[config.mk]
export PLATFORM = sky130hd
export DESIGN_NAME = scsi_target_handshake
export DESIGN_NICKNAME = d
export VERILOG_FILES = /design/src/rtl/scsi_tgt_pkg.sv /design/src/rtl/sync2_asyncres.sv /design/src/rtl/scsi_target_handshake.sv
export SDC_FILE = /design/constraint.sdc
export NUM_CORES = 1
export LEC_CHECK = 0
export ABC_AREA = 1
export CAP_MARGIN = 30
export CORE_MARGIN = 4
export CORE_UTILIZATION = 31
export DETAILED_ROUTE_END_ITERATION = 7
export GPL_TIMING_DRIVEN = 1
export PLACE_DENSITY_LB_ADDON = 0.15
export SYNTH_ARGS = -nofsm -noshare
export SYNTH_HDL_FRONTEND = slang
export SYNTH_SLANG_ARGS = --single-unit
export TNS_END_PERCENT = 30
[constraint.sdc]
create_clock -name CLK -period 3.9 [get_ports CLK]
set_input_delay 0.78 -clock CLK [delete_from_list [all_inputs] [get_ports CLK]]
set_output_delay 0.78 -clock CLK [all_outputs]
set_load 0.01 [all_outputs]
[src/rtl/scsi_tgt_pkg.sv]
// Shared state encoding, direction codes and default timing constants for the
// SCSI target REQ/ACK handshake engine.
package scsi_tgt_pkg;

  typedef enum logic [2:0] {
    ST_IDLE     = 3'd0,
    ST_SETUP    = 3'd1,
    ST_REQ_WAIT = 3'd2,
    ST_LATCH    = 3'd3,
    ST_REL_WAIT = 3'd4,
    ST_DONE     = 3'd5,
    ST_ERR      = 3'd6
  } tgt_state_e;

  localparam logic DIR_IN  = 1'b1;
  localparam logic DIR_OUT = 1'b0;

  localparam int unsigned DATA_W_DEFAULT  = 8;
  localparam int unsigned SETTLE_DEFAULT  = 2;
  localparam int unsigned TIMEOUT_DEFAULT = 50000;
  localparam int unsigned CNT_W_DEFAULT   = 16;

endpackage

[src/rtl/sync2_asyncres.sv]
// Two-flop synchroniser with asynchronous active-low reset to a configurable
// preset value; shared by several asynchronous inputs across the CPLD.
module sync2_asyncres #(
  parameter int unsigned  W       = 1,
  parameter logic [W-1:0] RST_VAL = '0
) (
  input  logic         clk,
  input  logic         rst_n,
  input  logic [W-1:0] d,
  output logic [W-1:0] q
);

  logic [W-1:0] meta_q, meta_d;
  logic [W-1:0] sync_q, sync_d;

  always_comb begin
    meta_d = d;
    sync_d = meta_q;
  end

  always_ff @(posedge clk or negedge rst_n) begin
    if (!rst_n) begin
      meta_q <= RST_VAL;
      sync_q <= RST_VAL;
    end else begin
      meta_q <= meta_d;
      sync_q <= sync_d;
    end
  end

  assign q = sync_q;

endmodule

[src/rtl/scsi_target_handshake.sv]
// Target-side SCSI REQ/ACK single-byte handshake engine paced against nACK.
// Optional bus parity (db_p_out, db_p_in, tgt_perr) is built when SCSI_TGT_PARITY_EN is defined.
module scsi_target_handshake
  import scsi_tgt_pkg::*;
#(
  parameter int unsigned DATA_W         = DATA_W_DEFAULT,
  parameter int unsigned SETTLE_CYCLES  = SETTLE_DEFAULT,
  parameter int unsigned TIMEOUT_CYCLES = TIMEOUT_DEFAULT,
  parameter int unsigned CNT_W          = CNT_W_DEFAULT
) (
  input  logic              CLK,
  input  logic              nCLR,
  input  logic              tgt_start,
  input  logic              tgt_dir,
  input  logic              tgt_abort,
  input  logic [DATA_W-1:0] tgt_wdata,
  output logic [DATA_W-1:0] tgt_rdata,
  output logic              tgt_busy,
  output logic              tgt_done,
  output logic              tgt_err,
  input  logic              nACK,
  output logic              nREQ,
  output logic [DATA_W-1:0] db_out,
  output logic              db_oe,
  input  logic [DATA_W-1:0] db_in
`ifdef SCSI_TGT_PARITY_EN
  ,
  output logic              db_p_out,
  input  logic              db_p_in,
  output logic              tgt_perr
`endif
);

  tgt_state_e        state_q, state_d;
  logic [CNT_W-1:0]  cnt_q, cnt_d;
  logic              dir_q, dir_d;
  logic [DATA_W-1:0] db_out_q, db_out_d;
  logic [DATA_W-1:0] rdata_q, rdata_d;
  logic              nreq_q, nreq_d;
  logic              db_oe_q, db_oe_d;
  logic              busy_q, busy_d;
  logic              done_q, done_d;
  logic              err_q, err_d;
`ifdef SCSI_TGT_PARITY_EN
  logic              db_p_q, db_p_d;
  logic              perr_q, perr_d;
`endif

  logic nack_s;
  logic ack_s;
  logic start_ok;
  logic abort_ok;
  logic settle_hit;
  logic timeout_hit;
  logic capture;

  // nACK negated (high) out of reset so a fresh engine never sees a phantom ACK
  sync2_asyncres #(
    .W       (1),
    .RST_VAL (1'b1)
  ) u_ack_sync (
    .clk   (CLK),
    .rst_n (nCLR),
    .d     (nACK),
    .q     (nack_s)
  );

  assign ack_s       = ~nack_s;
  assign start_ok    = (state_q == ST_IDLE) && tgt_start;
  assign abort_ok    = (state_q != ST_IDLE) && tgt_abort;
  assign settle_hit  = (cnt_q == CNT_W'(SETTLE_CYCLES - 1));
  assign timeout_hit = (cnt_q == CNT_W'(TIMEOUT_CYCLES - 1));

  // State and output registers
  always_ff @(posedge CLK or negedge nCLR) begin
    if (!nCLR) begin
      state_q  <= ST_IDLE;
      cnt_q    <= '0;
      dir_q    <= DIR_OUT;
      db_out_q <= '0;
      rdata_q  <= '0;
      nreq_q   <= 1'b1;
      db_oe_q  <= 1'b0;
      busy_q   <= 1'b0;
      done_q   <= 1'b0;
      err_q    <= 1'b0;
`ifdef SCSI_TGT_PARITY_EN
      db_p_q   <= 1'b0;
      perr_q   <= 1'b0;
`endif
    end else begin
      state_q  <= state_d;
      cnt_q    <= cnt_d;
      dir_q    <= dir_d;
      db_out_q <= db_out_d;
      rdata_q  <= rdata_d;
      nreq_q   <= nreq_d;
      db_oe_q  <= db_oe_d;
      busy_q   <= busy_d;
      done_q   <= done_d;
      err_q    <= err_d;
`ifdef SCSI_TGT_PARITY_EN
      db_p_q   <= db_p_d;
      perr_q   <= perr_d;
`endif
    end
  end

  // Next state; one counter serves the settle delay and both wait timeouts
  always_comb begin
    state_d = state_q;
    cnt_d   = cnt_q;
    unique case (state_q)
      ST_IDLE: begin
        cnt_d = '0;
        if (tgt_start) state_d = ST_SETUP;
      end
      ST_SETUP: begin
        if (settle_hit) begin
          state_d = ST_REQ_WAIT;
          cnt_d   = '0;
        end else begin
          cnt_d = cnt_q + CNT_W'(1);
        end
      end
      ST_REQ_WAIT: begin
        if (ack_s) begin
          state_d = ST_LATCH;
          cnt_d   = '0;
        end else if (timeout_hit) begin
          state_d = ST_ERR;
          cnt_d   = '0;
        end else begin
          cnt_d = cnt_q + CNT_W'(1);
        end
      end
      ST_LATCH: begin
        state_d = ST_REL_WAIT;
        cnt_d   = '0;
      end
      ST_REL_WAIT: begin
        if (!ack_s) begin
          state_d = ST_DONE;
          cnt_d   = '0;
        end else if (timeout_hit) begin
          state_d = ST_ERR;
          cnt_d   = '0;
        end else begin
          cnt_d = cnt_q + CNT_W'(1);
        end
      end
      ST_DONE, ST_ERR: begin
        state_d = ST_IDLE;
        cnt_d   = '0;
      end
      default: begin
        state_d = ST_IDLE;
        cnt_d   = '0;
      end
    endcase
    // Abort outranks ACK and timeout
    if (abort_ok) begin
      state_d = ST_IDLE;
      cnt_d   = '0;
    end
  end

  // Registered outputs follow the state being entered
  always_comb begin
    dir_d    = dir_q;
    db_out_d = db_out_q;
    rdata_d  = rdata_q;
    capture  = (state_q == ST_LATCH) && (state_d == ST_REL_WAIT) && (dir_q == DIR_OUT);
    if (start_ok) begin
      dir_d = tgt_dir;
      if (tgt_dir == DIR_IN) db_out_d = tgt_wdata;
    end
    if (capture) rdata_d = db_in;
    nreq_d  = !(state_d inside {ST_REQ_WAIT, ST_LATCH});
    db_oe_d = (dir_d == DIR_IN) &&
              (state_d inside {ST_SETUP, ST_REQ_WAIT, ST_LATCH, ST_REL_WAIT});
    busy_d  = (state_d != ST_IDLE);
    done_d  = (state_d == ST_DONE);
    err_d   = (state_d == ST_ERR);
`ifdef SCSI_TGT_PARITY_EN
    perr_d = perr_q;
    if (start_ok) perr_d = 1'b0;
    if (capture && !(^{db_in, db_p_in})) perr_d = 1'b1;
    db_p_d = db_oe_d & ~(^db_out_d);
`endif
  end

  assign tgt_rdata = rdata_q;
  assign tgt_busy  = busy_q;
  assign tgt_done  = done_q;
  assign tgt_err   = err_q;
  assign nREQ      = nreq_q;
  assign db_out    = db_out_q;
  assign db_oe     = db_oe_q;
`ifdef SCSI_TGT_PARITY_EN
  assign db_p_out  = db_p_q;
  assign tgt_perr  = perr_q;
`endif

endmodule

==> results_dict.tcl <==
set metrics [dict create \
    drc 0 \
    htreeDepth 2 \
    fp-row-count 29 \
    ys_warn_count 0 \
    place_inst 369 \
    fin_util_pct 42.2 \
    diodes 0 \
    critPathTopFamily "flip-flops" \
    num_vias 1695 \
    path_depth 1 \
    synth.avg_cell_area_um2 8.34 \
    layout.area.seq_um2 1080 \
    synthCells 250 \
    relSlewSlack_pct 63.4 \
    nFillCells 668 \
    slew_violations 0 \
    status "complete, no violations" \
    die_h_um 90.0 \
    synth_edf_count 0 \
    netlist_area_um2 2090 \
    crit_buf_inv 1 \
    ff2ff_path_depth 10 \
    wl_per_cell_um 11.5 \
    placed_cell_area_um2 2610 \
    cts_hold_buf 0 \
    clk_latency_ns 0.30 \
    start_util_pct 32.3 \
    cp.arrival_ns 1.34 \
    cts_setup_buffers 0 \
    drive_gt1_share_pct 15.0 \
    setup_tns_ns 0 \
    nets 323 \
    antenna_found_initial 0 \
    post-route-period-util_pct 54.4 \
    critPathMaxFanout 1 \
    whs_ns 0.359 \
    power.density_nw_per_um2 522 \
    tightest_slew_ns 0.548 \
    clkTransAtPathRegs_ns 0.08 \
    grt_pass1_wl_um 7560 \
    postRouteAntennaNets 0 \
    wl_um 4350 \
    min_path_type "reg2reg" \
    synthToLayoutAreaGrowth_pct 30.7 \
    first_pass_iters 4 \
    async_flop_share_pct 100 \
    clock-skew-final_ns 0.00773 \
    multi_input_area_um2 881 \
    crit_type "reg2out" \
    rsz0062_at_grt "no" \
    crit_path_top_delay_cell "dfstp_2" \
    synth_flop_cell "dfrtp_1" \
    peakVddDrop_mv 0.261 \
    grt_max_degree 23 \
    slowest_delay_ns 0.52 \
    cts.sinks 43 \
    setup_viol 0 \
    syn_nets 274 \
    cts_buffers 5 \
    die_area_um2 8100 \
    drtIter0Drc 64 \
    start_kind "register" \
    grt_remaining_overflow 0 \
    cts_tree "done" \
    ios 43 \
    yosysSeqAreaShare_pct 51.8 \
    path_cells "clkdlybuf4s50_1" \
    final_cells 377 \
    hold_viol 0 \
    layout_min_cycle_time_ns 2.12 \
    gp_congestion 0.792 \
    whs_path_depth 0 \
    cts_resized 0 \
    synth.distinct_cells 31 \
    via_per_inst 4.50 \
    grt_use_total_pct 11.4 \
    clockBufferDepth 2 \
    cts_root_buf "clkbuf_8" \
    critPathCaptureType "output pin" \
    fmax_ghz 0.471 \
    die_x_um 90.0 \
    ys_ff_latch 43 \
    core-area_um2 6460 \
    numPortBuffers 42 \
    drv_cap 0 \
    grt_pass1_vias 1693 \
    hpwlAfterDp_um 3350 \
    worstPathRequired_ns 3.12 \
    design_area_um2 2730 \
    p_leak_nw 1.27 \
]
## layout by cell type, fill, tap and decap left out, types with 2 or more instances in the layout
master	instances
nand2_2	5
dfstp_2	3
inv_1	22
o21ai_0	2
nand3_1	9
nor2_1	24
nand4_1	12
nand2_1	84
clkbuf_8	5
a21oi_2	2
dfrtp_1	40
clkinv_4	2
a21oi_1	9
o21ai_2	3
nor2_2	7
ha_1	2
inv_2	6
nor3_1	4
nor3_2	2
clkdlybuf4s50_1	41
## per-stage QoR
stage | total power [mW] | worst slack [ns]
2_1_floorplan | 0.886 | 2.40
3_3_place_gp | 1.08 | 1.58
3_5_place_dp | 1.09 | 1.51
4_1_cts | 1.45 | 1.76
5_1_grt | 1.53 | 1.63
6_report | 1.42 | 1.78
## cell usage after synthesis (all sizes together) (2+ instances only)
library cell  number  area, µm²
nand3             11       72.6
nor2              32        145
nand4             13       87.6
nor3               6       40.0
ha                 2       25.0
dfrtp             40       1000
a21oi             11       62.6
dfstp              3       78.8
o21ai              6       41.3
inv               28        105
nand2             90        358
## kinds of logic (layout without fill, tap and decap cells)
| kind of cell | count (synthesis) | in the layout | synth area share [%] |
|---|---|---|---|
| xor gates and xnor gates | 2 | 2 | 0.840 |
| adders and majority gates | 2 | 2 | 1.20 |
| AOI/OAI and AO/OA | 19 | 19 | 5.82 |
| buffers and inverters | 30 | 80 | 6.00 |
| DFF | 43 | 43 | 51.8 |
| and+or+nand+nor | 154 | 154 | 34.4 |
## layout make-up
cell class,count,area share (%)
Clock buffer,5,2.52
Clock inverter,3,1.61
Inverter,29,4.18
Multi-Input combinational cell,177,32.3
Sequential cell,43,39.6
Tap cell,77,3.53
Timing Repair Buffer,43,16.2
## sequential cells by signal, indices dropped and copies added, names as in the netlist
name               count
db_out                 8
tgt_rdata              8
db_oe                  1
dir_q                  1
tgt_done               1
nREQ                   1
state_q                3
tgt_err                1
u_ack_sync.q           1
cnt_q                 16
tgt_busy               1
u_ack_sync.meta_q      1
## report_power, final
| group | internal, mW | switching [mW] | total, mW |
|---|---|---|---|
| Clock | 0.191 | 0.159 | 0.350 |
| Sequential | 0.529 | 0.0473 | 0.576 |
| Combinational | 0.214 | 0.284 | 0.498 |
| Total | 0.934 | 0.491 | 1.42 |
## routing by layer
metal,global-route usage [%],wire (µm),vias up
met2,17.9,1930,46
met5,0,0,-
met4,3.83,46,0
li1,-,-,894
met1,14.2,2100,751
met3,4.42,271,4
## path summary, 6_finish.rpt
| path | start | to | slack [ns] |
|---|---|---|---|
| max | nREQ | nREQ | 1.78 |
| min | u_ack_sync.meta_q | u_ack_sync.q | 0.36 |
| max reg2reg | cnt_q[0] | cnt_q[7] | 1.88 |
| min reg2reg | u_ack_sync.meta_q | u_ack_sync.q | 0.36 |
| max in group asynchronous | nCLR | nREQ | 2.87 |
| min in group asynchronous | nCLR | cnt_q[13] | 0.46 |
(Power assumes the default switching activity.)
